File: src/rtl/seq_scan_ctrl.sv
// Sequencing controller for a bit-serial 1101 Mealy detector.
// Takes a word, clears the detector, shifts the word MSB-first and returns match stats.
module seq_scan_ctrl #(
   parameter int WIDTH = 16,
   parameter int CNT_W = $clog2(WIDTH + 1),
   parameter int POS_W = $clog2(WIDTH)
) (
   input  logic             clk,
   input  logic             rst,
   input  logic             in_valid,
   input  logic [WIDTH-1:0] in_data,
   output logic             in_ready,
   output logic             det_rst,
   output logic             det_in,
   input  logic             det_y,
   output logic             out_valid,
   input  logic             out_ready,
   output logic [CNT_W-1:0] match_cnt,
   output logic             match_any,
   output logic [POS_W-1:0] first_pos,
   output logic             busy
);

   localparam logic [1:0] IDLE  = 2'd0;
   localparam logic [1:0] CLEAR = 2'd1;
   localparam logic [1:0] SHIFT = 2'd2;
   localparam logic [1:0] DONE  = 2'd3;

   localparam logic [POS_W-1:0] LAST = POS_W'(WIDTH - 1);

   logic [1:0]       state_q, state_d;
   logic [WIDTH-1:0] word_q, word_d;
   logic [POS_W-1:0] k_q, k_d;
   logic [CNT_W-1:0] cnt_q, cnt_d;
   logic [POS_W-1:0] pos_q, pos_d;
   logic             any_q, any_d;
   logic             det_in_q, det_in_d;
   logic             det_rst_q, det_rst_d;
   logic             in_ready_q, in_ready_d;
   logic             out_valid_q, out_valid_d;
   logic             busy_q, busy_d;

   always_comb begin
      state_d   = state_q;
      word_d    = word_q;
      k_d       = k_q;
      cnt_d     = cnt_q;
      pos_d     = pos_q;
      any_d     = any_q;
      det_in_d  = 1'b0;
      det_rst_d = 1'b0;
      unique case (state_q)
         IDLE: begin
            if (in_valid && in_ready_q) begin
               word_d    = in_data;
               cnt_d     = '0;
               pos_d     = '0;
               any_d     = 1'b0;
               det_rst_d = 1'b1;
               state_d   = CLEAR;
            end
         end
         CLEAR: begin
            // det_in is registered, so the MSB is launched on the edge leaving CLEAR
            k_d      = '0;
            det_in_d = word_q[WIDTH-1];
            word_d   = {word_q[WIDTH-2:0], 1'b0};
            state_d  = SHIFT;
         end
         SHIFT: begin
            if (det_y) begin
               cnt_d = cnt_q + CNT_W'(1);
               if (!any_q) begin
                  pos_d = k_q;
                  any_d = 1'b1;
               end
            end
            if (k_q == LAST) begin
               state_d = DONE;
            end else begin
               k_d      = k_q + POS_W'(1);
               det_in_d = word_q[WIDTH-1];
               word_d   = {word_q[WIDTH-2:0], 1'b0};
            end
         end
         DONE: begin
            if (out_ready) state_d = IDLE;
         end
         default: state_d = IDLE;
      endcase
      in_ready_d  = (state_d == IDLE);
      out_valid_d = (state_d == DONE);
      busy_d      = (state_d != IDLE);
   end

   always_ff @(posedge clk or posedge rst) begin
      if (rst) begin
         state_q     <= IDLE;
         word_q      <= '0;
         k_q         <= '0;
         cnt_q       <= '0;
         pos_q       <= '0;
         any_q       <= 1'b0;
         det_in_q    <= 1'b0;
         det_rst_q   <= 1'b0;
         in_ready_q  <= 1'b1;
         out_valid_q <= 1'b0;
         busy_q      <= 1'b0;
      end else begin
         state_q     <= state_d;
         word_q      <= word_d;
         k_q         <= k_d;
         cnt_q       <= cnt_d;
         pos_q       <= pos_d;
         any_q       <= any_d;
         det_in_q    <= det_in_d;
         det_rst_q   <= det_rst_d;
         in_ready_q  <= in_ready_d;
         out_valid_q <= out_valid_d;
         busy_q      <= busy_d;
      end
   end

   assign in_ready  = in_ready_q;
   assign det_rst   = det_rst_q;
   assign det_in    = det_in_q;
   assign out_valid = out_valid_q;
   assign match_cnt = cnt_q;
   assign match_any = any_q;
   assign first_pos = pos_q;
   assign busy      = busy_q;

endmodule
File: config.mk
export PLATFORM = sky130hd
export DESIGN_NAME = seq_scan_ctrl
export DESIGN_NICKNAME = d
export VERILOG_FILES = /design/src/rtl/seq_scan_ctrl.sv
export SDC_FILE = /design/constraint.sdc
export NUM_CORES = 1
export LEC_CHECK = 0
export CAP_MARGIN = 20
export CORE_ASPECT_RATIO = 1.5
export CORE_MARGIN = 2
export CORE_UTILIZATION = 46
export CTS_BUF_LIST = sky130_fd_sc_hd__clkbuf_16
export CTS_CLUSTER_SIZE = 28
export DETAILED_ROUTE_END_ITERATION = 16
export GPL_ROUTABILITY_DRIVEN = 0
export GPL_TIMING_DRIVEN = 0
export HOLD_SLACK_MARGIN = 0.08
export PLACE_DENSITY = 0.75
export SYNTH_ARGS = -nofsm -noshare
export SYNTH_HDL_FRONTEND = slang
export SYNTH_SLANG_ARGS = --single-unit
File: constraint.sdc
create_clock -name clk -period 1.76 [get_ports clk]
set_input_delay 0.352 -clock clk [delete_from_list [all_inputs] [get_ports clk]]
set_output_delay 0.352 -clock clk [all_outputs]
set_load 0.01 [all_outputs]
* Word level (Yosys, flattened, before mapping)
Cells that the tools add are included.
** Storage, ports and cells
- Flip-flop bits (word level) :: 37
** Operators by class
- $add $sub $neg :: 2
- Muxes and demuxes :: 23
- Equality and inequality tests :: 9
- Reductions and logical operators :: 11
** Operator list (number)
- case mux 16 bit (3 select lines) :: 1
- two-way mux 16 bit :: 2
- two-way mux 4 bit :: 4
- case mux 4 bit (2 select lines) :: 2
- two-way mux 5 bit :: 2
- case mux 5 bit (2 select lines) :: 1
- inequality test 2 bit, second input constant :: 4
- case mux 2 bit (4 select lines) :: 1
- equality test 2 bit, second input constant :: 3
- two-way mux 2 bit :: 3
- AND reduction 3 bit :: 2
- nonzero test 2 bit :: 3
- adder 5 x 1 -> 5 bit, second input constant :: 1
- two-way mux 1 bit :: 5
- adder 4 x 1 -> 4 bit, second input constant :: 1
- equality test 4 bit, second input constant :: 1
- zero test 2 bit :: 2
- case mux 1 bit (2 select lines) :: 2
- AND reduction 4 bit :: 1
- nonzero test 3 bit :: 1
- equality test 2 x 1 -> 1 bit, second input constant :: 1
- AND reduction 2 bit :: 1
- logical AND 1 bit :: 1

* Logic depth before layout (Yosys ltp)
- Word-level depth :: 4
- Gate-level depth with buffers :: 7
- Mapped depth without buffers :: 5

* Worst setup path before layout
Ideal clock, no wire load.
- Kind :: register to register
- Start :: reg state_q[0]
- End :: reg word_q[14]
- Buffers on the path :: 2
- Period minus slack after synthesis :: 1.921 ns
- Cell stages (with the launch flop) :: 7
- Data required time :: 1.635 ns
- Data arrival time :: 1.796 ns
- Setup slack :: -0.161 ns
- Cell sequence :: dfrtp_1 -> inv_1 -> ha_1 -> buf_4 -> clkbuf_1 -> mux2_2 -> mux2_2
** On the way
- Cells in the longest elaborated chain, start to end :: 3
** RTL lines
- start: declaration :: RTL line 31 : logic [1:0] state_q, state_d;
- start signal: assignment :: RTL line 110 : state_q <= state_d;
- equality test 2 bit (tied with other cells) :: RTL line 52 : unique case (state_q)
- inequality test 2 bit (no source line) or nonzero test 3 bit (tied branches)
- AND reduction 3 bit (no source line)
- end signal: assignment :: RTL line 111 : word_q <= word_d;
- end: declaration :: RTL line 32 : logic [WIDTH-1:0] word_q, word_d;
Several ways; a longest one is shown, not always the timed one.
A chain may end at the register's enable or synchronous reset.

* Worst setup path after layout
- Start :: reg state_q[1]
- End :: reg word_q[15]
Same word-level chain as after synthesis.

==> key figures <==
Pwr
  – Psw: 1.46 mW
  – Reg power frac: 32.0%
  – Worst vdd ir: 1.16 mV
  – Clk network pwr share: 18.8%
  – Internal power: 2.94 mW
  – Pwr Density: 1700 nW/um^2
  – Leak: 1.13 nW
  – Power share of the combinational group: 49.2%
  – Switching Share: 33.1%
  – Design Power: 4.40 mW

STA
  – Fin crit period: 1.72 ns
  – Maximum clock frequency: 583 MHz
  – Period utilization: 97.5%
  – Fin. max-slew vios: 0
  – Worst Max-Slew Pin Slew: 0.660 ns
  – Headroom to the max-slew limit: 56.0%
  – Fin. Hold Viols: 0
  – Final setup viols: 0
  – Clk_skew: 0.00572 ns

Floorplanning
  – IO Count: 36
  – Die area: 4690 sq um
  – Die Wd: 56.6 microns
  – Initial Util: 48.2%
  – FP Rows: 28
  – Core footprint: 3960 sq um
  – Die height: 82.9 microns

Critical path
  – CP Max Fanout: 6
  – CP Launch Type: flip-flop
  – Largest stage delay, worst path: 0.46 ns
  – CP max stage cell: dfrtp_2
  – Top cell family by delay on the critical path: flip-flops
  – WP buf/inv: 1
  – Critical setup path kind: reg2reg
  – Worst EP arrival: 1.88 ns
  – Critical path cell sequence: ha_4, and4_4, nor3_4, buf_6, mux2_2
  – CP Data Required Time: 1.92 ns
  – Worst setup EP type: flip-flop

Yosys
  – Compound-Gate Fraction of Synth Area: 11.3%
  – Syn nets: 195
  – Cells after Synth: 167
  – Flops & latches, synth: 37
  – Synth unique cells: 36
  – Synth area leaders: dfrtp_1 47%, mux2_2 19%, ha_1 4.6%, o21ai_0 3.1%, nand3_1 2.9%
  – Most frequent cell after synthesis: dfrtp_1
  – Largest family of logic cells by synthesized area: multiplexers
  – Synth Area in Adders: 4.59%
  – Yosys top cell by area: dfrtp_1
  – Post-synthesis xor/xnor area fraction: 0.459%
  – Number of flops mapped to enable cells by yosys: 0
  – Mapped Area: 1910 sq um
  – YS warnings: 0
  – Post-Synth Simple-Gate Area: 11.7%
  – Post-synthesis sequential area ratio: 48.6%
  – Synth top cells by count: 36 x dfrtp_1, 32 x mux2_2, 13 x nand2_1, 12 x o21ai_0, 11 x nand3_1
  – Syn_area_per_cell: 11.4 sq um
  – Multiplexer share of the synthesized area: 19.4%
  – Synth async-reset ratio: 100%
  – Share of Yosys cell area claimed by the top area cell type: 47.2%
  – Most common flop cell mapped by yosys: dfrtp_1

Clocking
  – CTS max path bufs: 2
  – Root Buffer: clkbuf_16
  – Clk_lat worst skew: 0.28 ns
  – Total CTS buffers: 5
  – Post-CTS Hold Buffers: 0
  – Clk sinks: 37
  – CTS tree: built
  – Clock-pin slew on the worst setup and hold paths: 0.06 ns
  – H-tree depth: 2

Run
  – MaxCap Viol Count: 0

Hold path
  – Min-Delay Path Class: in2async

Global routing
  – Largest net degree at the start of global routing: 24
  – First-pass GRT wire length: 6.91 mm
  – GRT Total Usage: 18.5%
  – Number of global-route vias before repair: 1591
  – Antenna violations before repair: 0
  – Total congestion overflow: 0

Final layout
  – Final instance area: 2600 sq um
  – Nets@finish: 240
  – Share of layout cells above drive strength 1: 28.6%
  – Multi-input logic area: 982 sq um
  – Fin util: 65.6%
  – FILL cells: 306
  – ANT cells: 0
  – FF+latch area: 930 sq um
  – Layout area overhead: 36.1%

Placed design
  – Post-DP HPWL: 2.92 mm
  – Area post-placement: 2390 sq um
  – Port-buffer cells: 35

Status
  – Status: finished clean

Drt
  – DR pass1 iterations: 4
  – Post-DRT Antenna Nets: 0
  – Vias/cell: 5.61
  – Starting DRT DRC Count: 46
  – DR vias: 1448
  – Detailed-route wire length: 3.98 mm
  – Routed WL per cell: 15.4 microns
  – DR DRC count: 0
placed cells by master (no fill, tap or decap), drive strengths merged, types with 2 or more instances in the layout:
cell | synthesis | final
clkdlybuf4s50 | 0 | 34
inv | 5 | 8
mux2 | 32 | 32
a21oi | 4 | 4
dfrtp | 36 | 36
o211ai | 2 | 2
o311ai | 6 | 6
nor2b | 2 | 2
a211oi | 3 | 3
buf | 7 | 10
nand2 | 13 | 13
nand2b | 3 | 3
nor2 | 5 | 5
nor3 | 2 | 2
ha | 7 | 7
clkbuf | 3 | 8
o21ai | 12 | 12
nand3 | 11 | 11
cells by family (layout without fill, tap and decap cells):
group | count (synthesis) | count (layout)
DFF | 37 | 37
and+or+nand+nor | 42 | 42
xor gates and xnor gates | 1 | 1
muxes | 33 | 33
AOI/OAI and AO/OA | 32 | 32
adders and majority gates | 7 | 7
buffers and inverters | 15 | 61
layer usage:
layer  part of all wire [%]  global-route usage, %  routed length [microns]  up-vias
li1                       -                      -                        -      686
met4                    1.6                   9.09                       63        0
met5                      0                      0                        0        -
met3                    4.0                   4.36                      158        6
met2                     56                   33.8                     2230       39
met1                     38                   18.9                     1520      717
registers in the layout, indices dropped and copies added (netlist names):
| register | flops |
|---|---|
| busy | 1 |
| det_in | 1 |
| det_rst | 1 |
| first_pos | 4 |
| in_ready | 1 |
| k_q | 4 |
| match_any | 1 |
| match_cnt | 5 |
| out_valid | 1 |
| state_q | 2 |
| word_q | 16 |
path summary, 6_finish.rpt:
path                                        startpoint                     end  slack, ns  depth (start not counted)
min in group clk                word_q[12]$_DFFE_PP0P_  word_q[12]$_DFFE_PP0P_       0.50                          1
max in group asynchronous                          rst      k_q[0]$_DFFE_PP0P_       0.74                          3
worst min register to register  word_q[12]$_DFFE_PP0P_  word_q[12]$_DFFE_PP0P_       0.50                          1
worst max-delay path              state_q[1]$_DFF_PP0_  word_q[15]$_DFFE_PP0P_       0.04                          5
worst max register to register    state_q[1]$_DFF_PP0_  word_q[15]$_DFFE_PP0P_       0.04                          5
worst min-delay path                               rst     out_valid$_DFF_PP0_       0.46                          2
worst register-to-register path: cells and delay by family (launching register included):
| kind | cells | cell delay, ns |
|---|---|---|
| adder cells (fa/ha/maj) | 1 | 0.19 |
| buffers and inverters | 1 | 0.17 |
| flip-flops | 1 | 0.46 |
| multiplexers | 1 | 0.34 |
| AND/OR/NAND/NOR | 2 | 0.44 |
power by group through the flow:
stage,combinational [mW],sequential (mW),clock (mW)
after global placement,1.95,1.38,0
final,2.16,1.41,0.830
after CTS,2.10,1.39,0.842
after detailed placement,2.02,1.40,0
after global routing,2.34,1.45,0.886
after floorplan,1.51,1.38,0
through the flow:
step	setup WS, ns	setup TNS (ns)	instances	hold WS [ns]
detailed placement	-0.233	-3.30	248	0.493
finish	0.0440	0	258	0.460
global route	-0.0157	-0.0904	258	0.523
global placement	-0.200	-9.43	247	0.485
CTS	0.00621	0	257	0.488
floorplan	-0.0285	-0.285	167	0.475
layout make-up:
cell class                 count  share of cell area [%]
inverter                       5                   0.723
clock inverter                 3                   0.434
buffer                         9                    2.55
multi-input combinational    115                    37.8
tap                           45                    2.17
clock buffer                   5                    4.82
timing repair buffer          39                    15.7
sequential                    37                    35.8
timing repair:
action | in CTS | in global routing
setup buffers | 2 | 1
endpoints found under the setup margin | 25 | 29
resized for setup | 7 | 11
pin swaps | 1 | 0
No activity file was read; power rests on OpenSTA's default activity.
